## src/rtl/vector_list_sched_if.sv

```systemverilog
// vector_list_sched_if
//   Groups the scheduler's configuration, engine-side and ROM-side signals.
//   master : drives configuration and engine status, observes scheduler outputs
//   slave  : the scheduler itself
//   Signals:
//     enable_mask  bit i = list i eligible for selection
//     list_base    base address of list i at [i*ADDRESSWIDTH +: ADDRESSWIDTH]
//     repeat_cnt   frames per list visit (0 behaves as 1)
//     engine_addr  list-relative address from the vector engine
//     frame_drawn  engine end-of-frame level
//     rom_addr     absolute ROM address
//     engine_rst   active-high reset to the engine
//     active_list  list currently owning the engine
//     busy         engine is drawing a list
//     list_done    one-cycle pulse when a list visit completes
interface vector_list_sched_if #(
    parameter int ADDRESSWIDTH = 10,
    parameter int NLISTS       = 4,
    parameter int REPW         = 4
);
    localparam int LW = $clog2(NLISTS);

    logic [NLISTS-1:0]              enable_mask;
    logic [NLISTS*ADDRESSWIDTH-1:0] list_base;
    logic [REPW-1:0]                repeat_cnt;
    logic [ADDRESSWIDTH-1:0]        engine_addr;
    logic                           frame_drawn;
    logic [ADDRESSWIDTH-1:0]        rom_addr;
    logic                           engine_rst;
    logic [LW-1:0]                  active_list;
    logic                           busy;
    logic                           list_done;

    modport master (
        output enable_mask, list_base, repeat_cnt, engine_addr, frame_drawn,
        input  rom_addr, engine_rst, active_list, busy, list_done
    );

    modport slave (
        input  enable_mask, list_base, repeat_cnt, engine_addr, frame_drawn,
        output rom_addr, engine_rst, active_list, busy, list_done
    );
endinterface

```

## src/rtl/vector_list_sched.sv

```systemverilog
// vector_list_sched
//   Round-robin frame scheduler sharing one vector display engine among
//   NLISTS vector lists in a common ROM. Picks the next enabled list, holds
//   the engine in reset for two cycles, then lets it draw until the programmed
//   number of frames has completed, and moves on.
//   Ports:
//     clk  system clock
//     rst  asynchronous active-high reset
//     bus  vector_list_sched_if.slave (configuration, engine and ROM signals)
module vector_list_sched #(
    parameter int ADDRESSWIDTH = 10,
    parameter int NLISTS       = 4,
    parameter int REPW         = 4
) (
    input  logic               clk,
    input  logic               rst,
    vector_list_sched_if.slave bus
);
    localparam int LW = $clog2(NLISTS);
    localparam logic [REPW:0] ONE_W = (REPW+1)'(1);

    typedef enum logic [1:0] {
        S_IDLE  = 2'd0,
        S_START = 2'd1,
        S_DRAW  = 2'd2
    } state_t;

    state_t                  state_q, state_d;
    logic                    scnt_q, scnt_d;       // START cycle counter
    logic [LW-1:0]           active_q, active_d;
    logic [ADDRESSWIDTH-1:0] base_q, base_d;
    logic [REPW-1:0]         rep_q, rep_d;
    logic [REPW-1:0]         fcnt_q, fcnt_d;       // frames completed this visit
    logic                    fdq_q, fdq_d;         // registered frame_drawn
    logic                    done_q, done_d;

    logic                    load;                 // take a new selection this edge
    logic [LW-1:0]           sel;
    logic                    fd_rise;
    logic                    last_frame;

    // Lowest enabled index strictly after cur, wrapping; the final iteration
    // revisits cur itself so a single enabled list reselects itself.
    function automatic logic [LW-1:0] pick(input logic [NLISTS-1:0] m,
                                           input logic [LW-1:0]     cur);
        logic [LW-1:0] r;
        logic          found;
        int            idx;
        r     = '0;
        found = 1'b0;
        for (int i = 1; i <= NLISTS; i++) begin
            idx = (int'(cur) + i) % NLISTS;
            if (!found && m[idx]) begin
                r     = LW'(idx);
                found = 1'b1;
            end
        end
        return r;
    endfunction

    assign sel        = pick(bus.enable_mask, active_q);
    assign fd_rise    = bus.frame_drawn & ~fdq_q;
    assign last_frame = (({1'b0, fcnt_q} + ONE_W) == {1'b0, rep_q});

    // ---------------- FSM: state register ----------------
    always_ff @(posedge clk or posedge rst) begin
        if (rst) state_q <= S_IDLE;
        else     state_q <= state_d;
    end

    // ---------------- FSM: next state ----------------
    always_comb begin
        state_d = state_q;
        load    = 1'b0;
        case (state_q)
            S_IDLE: begin
                if (|bus.enable_mask) begin
                    state_d = S_START;
                    load    = 1'b1;
                end
            end
            S_START: begin
                if (scnt_q) state_d = S_DRAW;
            end
            S_DRAW: begin
                // Completing frame reselects directly, skipping IDLE
                if (fd_rise && last_frame) begin
                    if (|bus.enable_mask) begin
                        state_d = S_START;
                        load    = 1'b1;
                    end else begin
                        state_d = S_IDLE;
                    end
                end
            end
            default: state_d = S_IDLE;
        endcase
    end

    // ---------------- FSM: outputs ----------------
    always_comb begin
        bus.engine_rst = 1'b1;
        bus.busy       = 1'b0;
        if (state_q == S_DRAW) begin
            bus.engine_rst = 1'b0;
            bus.busy       = 1'b1;
        end
    end

    // ---------------- datapath next state ----------------
    always_comb begin
        scnt_d   = 1'b0;
        active_d = active_q;
        base_d   = base_q;
        rep_d    = rep_q;
        fcnt_d   = fcnt_q;
        fdq_d    = bus.frame_drawn;
        done_d   = 1'b0;
        if (state_q == S_START) begin
            scnt_d = ~scnt_q;
            fdq_d  = 1'b0;
        end
        if (state_q == S_DRAW && fd_rise) begin
            fcnt_d = fcnt_q + REPW'(1);
            done_d = last_frame;
        end
        // Configuration is only sampled here; later changes wait for the next visit
        if (load) begin
            active_d = sel;
            base_d   = bus.list_base[sel*ADDRESSWIDTH +: ADDRESSWIDTH];
            rep_d    = (bus.repeat_cnt == '0) ? REPW'(1) : bus.repeat_cnt;
            fcnt_d   = '0;
        end
    end

    always_ff @(posedge clk or posedge rst) begin
        if (rst) begin
            scnt_q   <= 1'b0;
            active_q <= LW'(NLISTS - 1);   // first selection lands on list 0
            base_q   <= '0;
            rep_q    <= REPW'(1);
            fcnt_q   <= '0;
            fdq_q    <= 1'b0;
            done_q   <= 1'b0;
        end else begin
            scnt_q   <= scnt_d;
            active_q <= active_d;
            base_q   <= base_d;
            rep_q    <= rep_d;
            fcnt_q   <= fcnt_d;
            fdq_q    <= fdq_d;
            done_q   <= done_d;
        end
    end

    // Address translation wraps silently at 2^ADDRESSWIDTH
    assign bus.rom_addr    = base_q + bus.engine_addr;
    assign bus.active_list = active_q;
    assign bus.list_done   = done_q;

endmodule

```

## src/flat_wrapper.sv

```systemverilog
// flat-port wrapper written by rule: the top's interface ports become plain ports
module vector_list_sched_flat 
#(
    parameter int ADDRESSWIDTH = 10,
    parameter int NLISTS       = 4,
    parameter int REPW         = 4
)
  (clk, rst, bus_enable_mask, bus_list_base, bus_repeat_cnt, bus_engine_addr, bus_frame_drawn, bus_rom_addr, bus_engine_rst, bus_active_list, bus_busy, bus_list_done);
  vector_list_sched_if #(.ADDRESSWIDTH(ADDRESSWIDTH), .NLISTS(NLISTS), .REPW(REPW)) bus_i ();
  input  logic clk;
  input  logic rst;
  input wire logic [$bits(bus_i.enable_mask)-1:0] bus_enable_mask;
  input wire logic [$bits(bus_i.list_base)-1:0] bus_list_base;
  input wire logic [$bits(bus_i.repeat_cnt)-1:0] bus_repeat_cnt;
  input wire logic [$bits(bus_i.engine_addr)-1:0] bus_engine_addr;
  input wire logic [$bits(bus_i.frame_drawn)-1:0] bus_frame_drawn;
  output wire logic [$bits(bus_i.rom_addr)-1:0] bus_rom_addr;
  output wire logic [$bits(bus_i.engine_rst)-1:0] bus_engine_rst;
  output wire logic [$bits(bus_i.active_list)-1:0] bus_active_list;
  output wire logic [$bits(bus_i.busy)-1:0] bus_busy;
  output wire logic [$bits(bus_i.list_done)-1:0] bus_list_done;
  assign bus_i.enable_mask = bus_enable_mask;
  assign bus_i.list_base = bus_list_base;
  assign bus_i.repeat_cnt = bus_repeat_cnt;
  assign bus_i.engine_addr = bus_engine_addr;
  assign bus_i.frame_drawn = bus_frame_drawn;
  assign bus_rom_addr = bus_i.rom_addr;
  assign bus_engine_rst = bus_i.engine_rst;
  assign bus_active_list = bus_i.active_list;
  assign bus_busy = bus_i.busy;
  assign bus_list_done = bus_i.list_done;
  vector_list_sched #(.ADDRESSWIDTH(ADDRESSWIDTH), .NLISTS(NLISTS), .REPW(REPW)) u_core (.clk(clk), .rst(rst), .bus(bus_i));
endmodule
```

## config.mk

```make
export PLATFORM = sky130hd
export DESIGN_NAME = vector_list_sched_flat
export DESIGN_NICKNAME = d
export VERILOG_FILES = /design/src/rtl/vector_list_sched_if.sv /design/src/rtl/vector_list_sched.sv /design/src/flat_wrapper.sv
export SDC_FILE = /design/constraint.sdc
export NUM_CORES = 1
export LEC_CHECK = 0
export ABC_AREA = 1
export CORE_MARGIN = 3
export CORE_UTILIZATION = 40
export DETAILED_ROUTE_END_ITERATION = 12
export GPL_ROUTABILITY_DRIVEN = 0
export GPL_TIMING_DRIVEN = 0
export PLACE_DENSITY = 0.75
export SKIP_LAST_GASP = 1
export SLEW_MARGIN = 15
export SYNTH_ARGS = -nofsm -noshare
export SYNTH_HDL_FRONTEND = slang
export SYNTH_SLANG_ARGS = --single-unit
```

## constraint.sdc

```tcl
create_clock -name clk -period 3.55 [get_ports clk]
set_input_delay 0.8875 -clock clk [delete_from_list [all_inputs] [get_ports clk]]
set_output_delay 0.8875 -clock clk [all_outputs]
set_load 0.02 [all_outputs]
```

-- After elaboration in Yosys (flattened, before gate mapping)
Cells that the tools add are included.
W data, S select, Z words.
- mux-type cells: 35
- add/sub/neg operators: 7
- shift operators: 1
- bitwise logic cells: 7
- eq/ne operators: 6
- reductions and logical operators: 17
- order comparisons: 4
- multipliers: 1
- operator list (kind ; count):
    $shiftx A40 B7 Y10 ; 1
    $mux W1 ; 19
    $lt A3 B4 Y1 const B ; 4
    $mux W2 ; 7
    $mux W4 ; 3
    $add A10 B10 Y10 ; 1
    $bmux W1 S2 ; 4
    $reduce_or A2 Y1 ; 4
    $ne A2 B1 Y1 const B ; 3
    $pmux W2 S3 ; 1
    $add A4 B1 Y5 const B ; 1
    $eq A5 B4 Y1 ; 1
    $logic_and A1 B1 Y1 ; 5
    $mul A2 B3 Y5 const B ; 1
    $add A2 B1 Y2 const B ; 2
    $add A2 B2 Y2 const B ; 2
    $add A4 B1 Y4 const B ; 1
    $and A1 B1 Y1 const A ; 4
    $logic_not A4 Y1 ; 1
    $reduce_or A4 Y1 ; 1
    $logic_not A1 Y1 ; 3
    $reduce_and A3 Y1 ; 1
    $eq A2 B1 Y1 const B ; 1
    $eq A2 B2 Y1 const B ; 1
    5 further kinds ; 6
- register bits: 25
- input port bits: 61
- word-level logic and storage cells: 86
- output and inout bits: 15

-- Depth between registers and ports, before layout
Gate-level depths: netlist (run 1).
- depth in word-level cells: 18
- depth in mapped cells: 17
- mapped depth without buffers: 15

-- Worst setup path before layout (run 1)
No wires, ideal clock.
- path type: input to output
- start: input port bus_engine_addr[0]
- end: output port bus_rom_addr[8]
- stages: 12
- data arrival time: 2364 ps
- data required time: 2663 ps
- slack: 298 ps
- buffers on the path: 0
- path through: ha_1 inv_1 fa_1 o21ai_0 nand2_1 nand2_1 a21oi_1 nor2_1 o21ai_0 nand2_1 nand2_1 nand2_1
- cells in the longest elaborated chain, start to end: 1
- RTL lines (item ; line ; text):
    start: declaration ; flat_wrapper.sv:15 ; input wire logic [$bits(bus_i.engine_addr)-1:0] bus_engine_addr;
    $add A10 B10 Y10 ; vector_list_sched.sv:157 ; assign bus.rom_addr = base_q + bus.engine_addr;
    end: declaration ; flat_wrapper.sv:17 ; output wire logic [$bits(bus_i.rom_addr)-1:0] bus_rom_addr;
No other way between the ends.

-- Final worst setup path (run 1)
- start: input port bus_engine_addr[4]
- end: output port bus_rom_addr[7]
Same word-level chain as after synthesis.

==> metrics.csv, run 1 <==
metric;value;unit
htree depth;1;
TritonCTS clock tree;yes;
synthesized area;0.00233;mm²
core area;0.00557;mm²
gr usage total;17.7;%
# DRC;0;
Arrival @ worst endpoint;2.53;ns
Vias;2303;
reg2reg end;u_core.base_q[3]$_DFFE_PP0P_;
area leader, netlist;dfrtp_1;
largest net degree at the start of global routing;26;
fmax;0.293;GHz
largest cells by area after synthesis;dfrtp_1 (24%), nand2_1 (17%), nand3_1 (12%), inv_1 (10%), ha_1 (5.4%);
max-slew headroom at the worst pin;38.6;%
vias in the first global route;2230;
reg2reg start;u_core.bus.active_list[0]$_DFFE_PP1P_;
VDD IR-drop max;0.000462;V
grt total ovfl;0;
LEAKAGE;1.78;nW
Ant. Diodes;0;
insertion delay to the later sink of the worst-skew pair;0.28;ns
DRT Pass-1 Iters;4;
flop-to-flop setup slack;1.57;ns
Tmin final;3.41;ns
PwrDens;968;mW/mm²
Die Ht;82.4;µm
Crit. End Element;output pin;
Crit. path cell count;8;
crit-path cells;clkdlybuf4s50_1, ha_4, nand2_1, nor2_1, a21oi_2, o21ai_1, xor2_1, buf_4;
Critical Path RT;2.66;ns
syn nets;428;
CP max-delay cell;clkdlybuf4s50_1;
Final Skew;0.0102;ns
Critical Path Max Stage Delay;0.47;ns
cells after synthesis;356;
CP startpoint;bus_engine_addr[4];
clock root buffer;clkbuf_8;
delay-heaviest family, CP;buffers and inverters;
most common cell in the netlist;nand2_1;
row count;27;
Yosys top cell area share;23.6;%
hold_buf cts;0;
max cap viols;0;
RSZ-0062 raised after global routing;no;
Netlist cell types;29;
Sink Count;25;
port bufs;75;
Die X;82.4;µm
initial cell density of the core;41.8;%
most common flop cell mapped by yosys;dfrtp_1;
die area;0.00678;mm²
hold_ws;0.468;ns
Core Util, Final;59.6;%
Area Growth Syn to Fin;42.4;%
hpwl dp;4680;µm
Routed Antenna Nets;0;
final period utilization;96.2;%
clk buf depth;2;
final net count;513;
global-route wire length before repair;9450;µm
outcome;finished clean;
Async SR Flop Fraction;100;%
Yosys reg bits;25;
Final Setup Violations;0;
WP buf/inv;2;
Hold Fails Final Rpt;0;
Post-synth EDFFs;0;
layout cells sized above 1;16.6;%
Worst Setup EP;bus_rom_addr[7];
startpoint class of the critical path;input pin;
post-synthesis sequential area ratio;27.0;%
Max FO, Critical Path;4;
Slew Viols, Final;0;
via/cell ratio;4.50;
critical path type;in -> out;
Ports;76;
WL per Instance;11.1;µm
initial DRC count;120;
final wirelength;5660;µm
Worst-path clk slew;0.09;ns
Hold Path Class;reg -> reg;
setup_tns;0;ns
initial antenna violation count;0;
Synth Warn #;0;
cts bufs inserted;3;
r2r worst-path depth;17;
Post-synth top cells;nand2_1 (106), inv_1 (65), nand3_1 (54), dfrtp_1 (22), nor2_1 (15);
Syn Area/Cell;6.55;µm²
worst slew pin tran;0.921;ns
==> metrics by stage <==
step	cell area [µm²]	std cells	setup slack, ns	power [mW]
2_1_floorplan	2330	356	0.298	2.29
3_3_place_gp	3170	503	-0.815	2.93
3_5_place_dp	3170	503	-0.861	2.99
4_1_cts	3230	509	-0.194	3.12
5_1_grt	3320	512	0.0468	3.54
6_report	3320	512	0.136	3.21
==> kinds of logic after synthesis <==
logic type	after synthesis	share of synthesized area, %
flops	25	27.0
xor+xnor	15	5.63
simple gates	200	39.4
buf+inv	81	15.8
compound gates	24	5.90
fa+ha+maj	11	6.22
==> power by group <==
group	internal [mW]	leakage [nW]	total, mW	switching [mW]
Combinational	1.05	1.44	2.52	1.47
Sequential	0.423	0.310	0.522	0.0996
Clock	0.0786	0.0255	0.169	0.0906
Total	1.56	1.78	3.21	1.66
==> cell type report <==
cell class,instances,area (µm²)
Fill cell,563,2250
Timing Repair Buffer,80,785
Clock buffer,3,41.3
Sequential cell,25,629
Multi-Input combinational cell,250,1400
Tap cell,72,90.1
Inverter,68,263
Buffer,13,106
Clock inverter,1,5.00
==> flip-flops by register name, summed over array words and instances (netlist names) <==
signal and count:
u_core.bus.active_list 2, u_core.fdq_q 1, u_core.base_q 10, u_core.scnt_q 1, u_core.bus.list_done 1, u_core.state_q 2, u_core.rep_q 4, u_core.fcnt_q 4
==> how the worst min path moves through the flow <==
stage,endpoint,from,slack [ns],depth (start not counted)
floorplan,u_core.scnt_q$_DFF_PP0_,u_core.scnt_q$_DFF_PP0_,0.41,1
global placement,u_core.scnt_q$_DFF_PP0_,u_core.scnt_q$_DFF_PP0_,0.42,1
detailed placement,u_core.scnt_q$_DFF_PP0_,u_core.scnt_q$_DFF_PP0_,0.45,1
CTS,u_core.scnt_q$_DFF_PP0_,u_core.scnt_q$_DFF_PP0_,0.47,1
global route,u_core.scnt_q$_DFF_PP0_,u_core.scnt_q$_DFF_PP0_,0.49,1
finish,u_core.scnt_q$_DFF_PP0_,u_core.scnt_q$_DFF_PP0_,0.47,1
==> placed cells by master, fill, tap and decap left out, drive strengths merged <==
master and count:
a21boi 1, a21oi 10, a41oi 1, buf 22, clkbuf 4, clkdlybuf4s15 1, clkdlybuf4s50 62, clkinv 1
dfrtp 22, dfstp 3, dlygate4sd2 3, dlymetal6s2s 4, fa 1, ha 10, inv 68, nand2 126
nand3 54, nor2 18, nor3 1, o2111ai 1, o21ai 9, o21bai 1, o22ai 1, or2 1
xnor2 6, xor2 9
==> what timing repair did <==
item                       4_1_cts  5_1_grt
pin swaps                        1        7
setup buffers                    2        3
gates resized for setup         30       24
setup endpoints to repair        9        6
==> metal layers <==
metal / routed length, µm / track usage [%] / up-vias
li1: - / - / 1263
met2: 2540 / 29.6 / 62
met5: 0 / 0 / -
met1: 2640 / 23.0 / 974
met4: 76 / 5.48 / 0
met3: 397 / 3.25 / 4
No activity file was read; power rests on OpenSTA's default activity.
==> inputs of run 2 (changes only) <==
--- a/config.mk
+++ b/config.mk
@@ -9,9 +9,10 @@
 export CORE_MARGIN = 3
 export CORE_UTILIZATION = 40
 export DETAILED_ROUTE_END_ITERATION = 12
+export DONT_BUFFER_PORTS = 1
 export GPL_ROUTABILITY_DRIVEN = 0
 export GPL_TIMING_DRIVEN = 0
-export PLACE_DENSITY = 0.75
+export PLACE_DENSITY = 0.58
 export SKIP_LAST_GASP = 1
 export SLEW_MARGIN = 15
 export SYNTH_ARGS = -nofsm -noshare
==> constraint.sdc (replaced) <==
create_clock -name clk -period 3.9 [get_ports clk]
set_input_delay 0.975 -clock clk [delete_from_list [all_inputs] [get_ports clk]]
set_output_delay 0.975 -clock clk [all_outputs]
set_load 0.02 [all_outputs]
==> metrics.csv, run 2 (synthesis results as in run 1) <==
metric;value;unit
cts bufs inserted;3;
final net count;433;
RSZ-0062 raised after global routing;no;
initial DRC count;109;
clk buf depth;2;
Die Ht;82.4;µm
via/cell ratio;4.72;
internal power;1.15;mW
Routed Antenna Nets;0;
gr usage total;14.9;%
startpoint class of the critical path;input pin;
max-slew headroom at the worst pin;37.9;%
final period utilization;92.3;%
VDD IR-drop max;0.000775;V
setup_tns;0;ns
Crit. End Element;output pin;
Final Setup Violations;0;
switching share of power;55.1;%
most common cell after layout, fill and taps aside;nand2_1;
hpwl dp;4200;µm
Overall Power;2.56;mW
Ports;76;
Area Growth Syn to Fin;5.79;%
Die X;82.4;µm
global-route wire length before repair;7940;µm
WL per Instance;11.5;µm
vias in the first global route;1848;
Vias;2041;
Final Skew;0.00554;ns
clock root buffer;clkbuf_8;
max reg flops;10;
Hold Fails Final Rpt;0;
largest net degree at the start of global routing;26;
insertion delay to the later sink of the worst-skew pair;0.27;ns
WP buf/inv;1;
fin area;0.00247;mm²
htree depth;1;
Arrival @ worst endpoint;2.63;ns
Critical Path RT;2.92;ns
CP max-delay cell;fa_1;
Ant. Diodes;0;
Worst-path clk slew;0.08;ns
Crit path top cell by count;nand2_1;
port bufs;0;
fmax;0.278;GHz
grt total ovfl;0;
Largest Register;u_core.base_q;
initial cell density of the core;41.8;%
initial antenna violation count;0;
top flop regs;u_core.base_q x10, u_core.fcnt_q x4, u_core.rep_q x4;
clock network power share;6.0;%
PwrDens;1040;mW/mm²
final wirelength;4980;µm
placed cell area;0.00242;mm²
worst slew pin tran;0.930;ns
setup bufs post-CTS;0;
combinational fraction of design power;75.2;%
Slew Viols, Final;0;
DRT Pass-1 Iters;4;
Sequential Power Share;18.8;%
outcome;finished clean;
max cap viols;0;
Max FO, Critical Path;3;
commonest cells after routing, fill and taps aside;nand2_1 (106), inv_1 (65), nand3_1 (54), dfrtp_1 (22), nor2_1 (15);
critical path type;in -> out;
layout cells sized above 1;13.1;%
Critical Path Max Stage Delay;0.39;ns
Sink Count;25;
LEAKAGE;1.41;nW
delay-heaviest family, CP;adder cells;
Hold Path Class;reg -> reg;
core area;0.00557;mm²
CTS resizes;0;
Tmin final;3.60;ns
die area;0.00678;mm²
crit-path cells;ha_1, inv_1, fa_1, o21ai_0, nand2_1, nand2_1, a21oi_1, nor2_1, o21ai_0, nand2_1, nand2_1, nand2_1;
# DRC;0;
Psw;1.41;mW
TritonCTS clock tree;yes;
row count;27;
hold_buf cts;0;
## run 2: final timing paths
kind / start / end / slack, ns / cells past startpoint
min: u_core.scnt_q$_DFF_PP0_ / u_core.scnt_q$_DFF_PP0_ / 0.44 / 1
max reg2reg: u_core.bus.active_list[0]$_DFFE_PP1P_ / u_core.base_q[3]$_DFFE_PP0P_ / 1.83 / 17
min reg2reg: u_core.scnt_q$_DFF_PP0_ / u_core.scnt_q$_DFF_PP0_ / 0.44 / 1
min in group asynchronous: rst / u_core.rep_q[3]$_DFFE_PP0P_ / 0.79 / 1
max: bus_engine_addr[0] / bus_rom_addr[8] / 0.30 / 12
max in group asynchronous: rst / u_core.base_q[3]$_DFFE_PP0P_ / 2.53 / 1
## run 2: worst reg2reg max path, stage by stage (launching register included)
cell     delay [ns]
dfstp_2        0.61
buf_6          0.18
inv_8          0.06
nand2_2        0.06
nand2_2        0.07
nand2_2        0.09
nand2_4        0.07
nor2_4         0.12
nand2_1        0.07
nand2_1        0.05
nand2_1        0.05
nand2_1        0.08
inv_1          0.07
buf_6          0.14
nand3_1        0.06
nand2_1        0.07
nand2_1        0.08
nand2_1        0.05
## run 2: power groups by stage
stage | logic, mW | registers (mW) | clock network [mW]
floorplan | 1.63 | 0.459 | 0
global placement | 1.92 | 0.488 | 0
detailed placement | 1.94 | 0.488 | 0
CTS | 1.94 | 0.484 | 0.157
global route | 2.18 | 0.499 | 0.169
finish | 1.93 | 0.482 | 0.153
## run 2: final cells by class
type | instances | area [µm²]
fillers | 599 | 3110
multi-input cells | 250 | 1330
flip-flops and latches | 25 | 629
inverters | 68 | 263
plain buffers | 13 | 106
well taps | 72 | 90.1
clock buffers | 4 | 45.0
## run 2: routing by layer
layer,track usage (%),wire length (µm),vias up
li1,-,-,1101
met1,21.6,2570,858
met2,24.0,2050,78
met3,1.63,319,4
met4,2.99,37,0
met5,0,0,-
## run 2: per-stage QoR
step	std cells	setup WS (ns)	hold WS (ns)	utilization, %
after floorplan	356	0.473	0.409	-
after global placement	428	0.283	0.419	43.5
after detailed placement	428	0.297	0.425	43.5
after CTS	432	0.283	0.442	44.3
after global routing	432	0.120	0.482	44.3
final	432	0.300	0.444	44.3
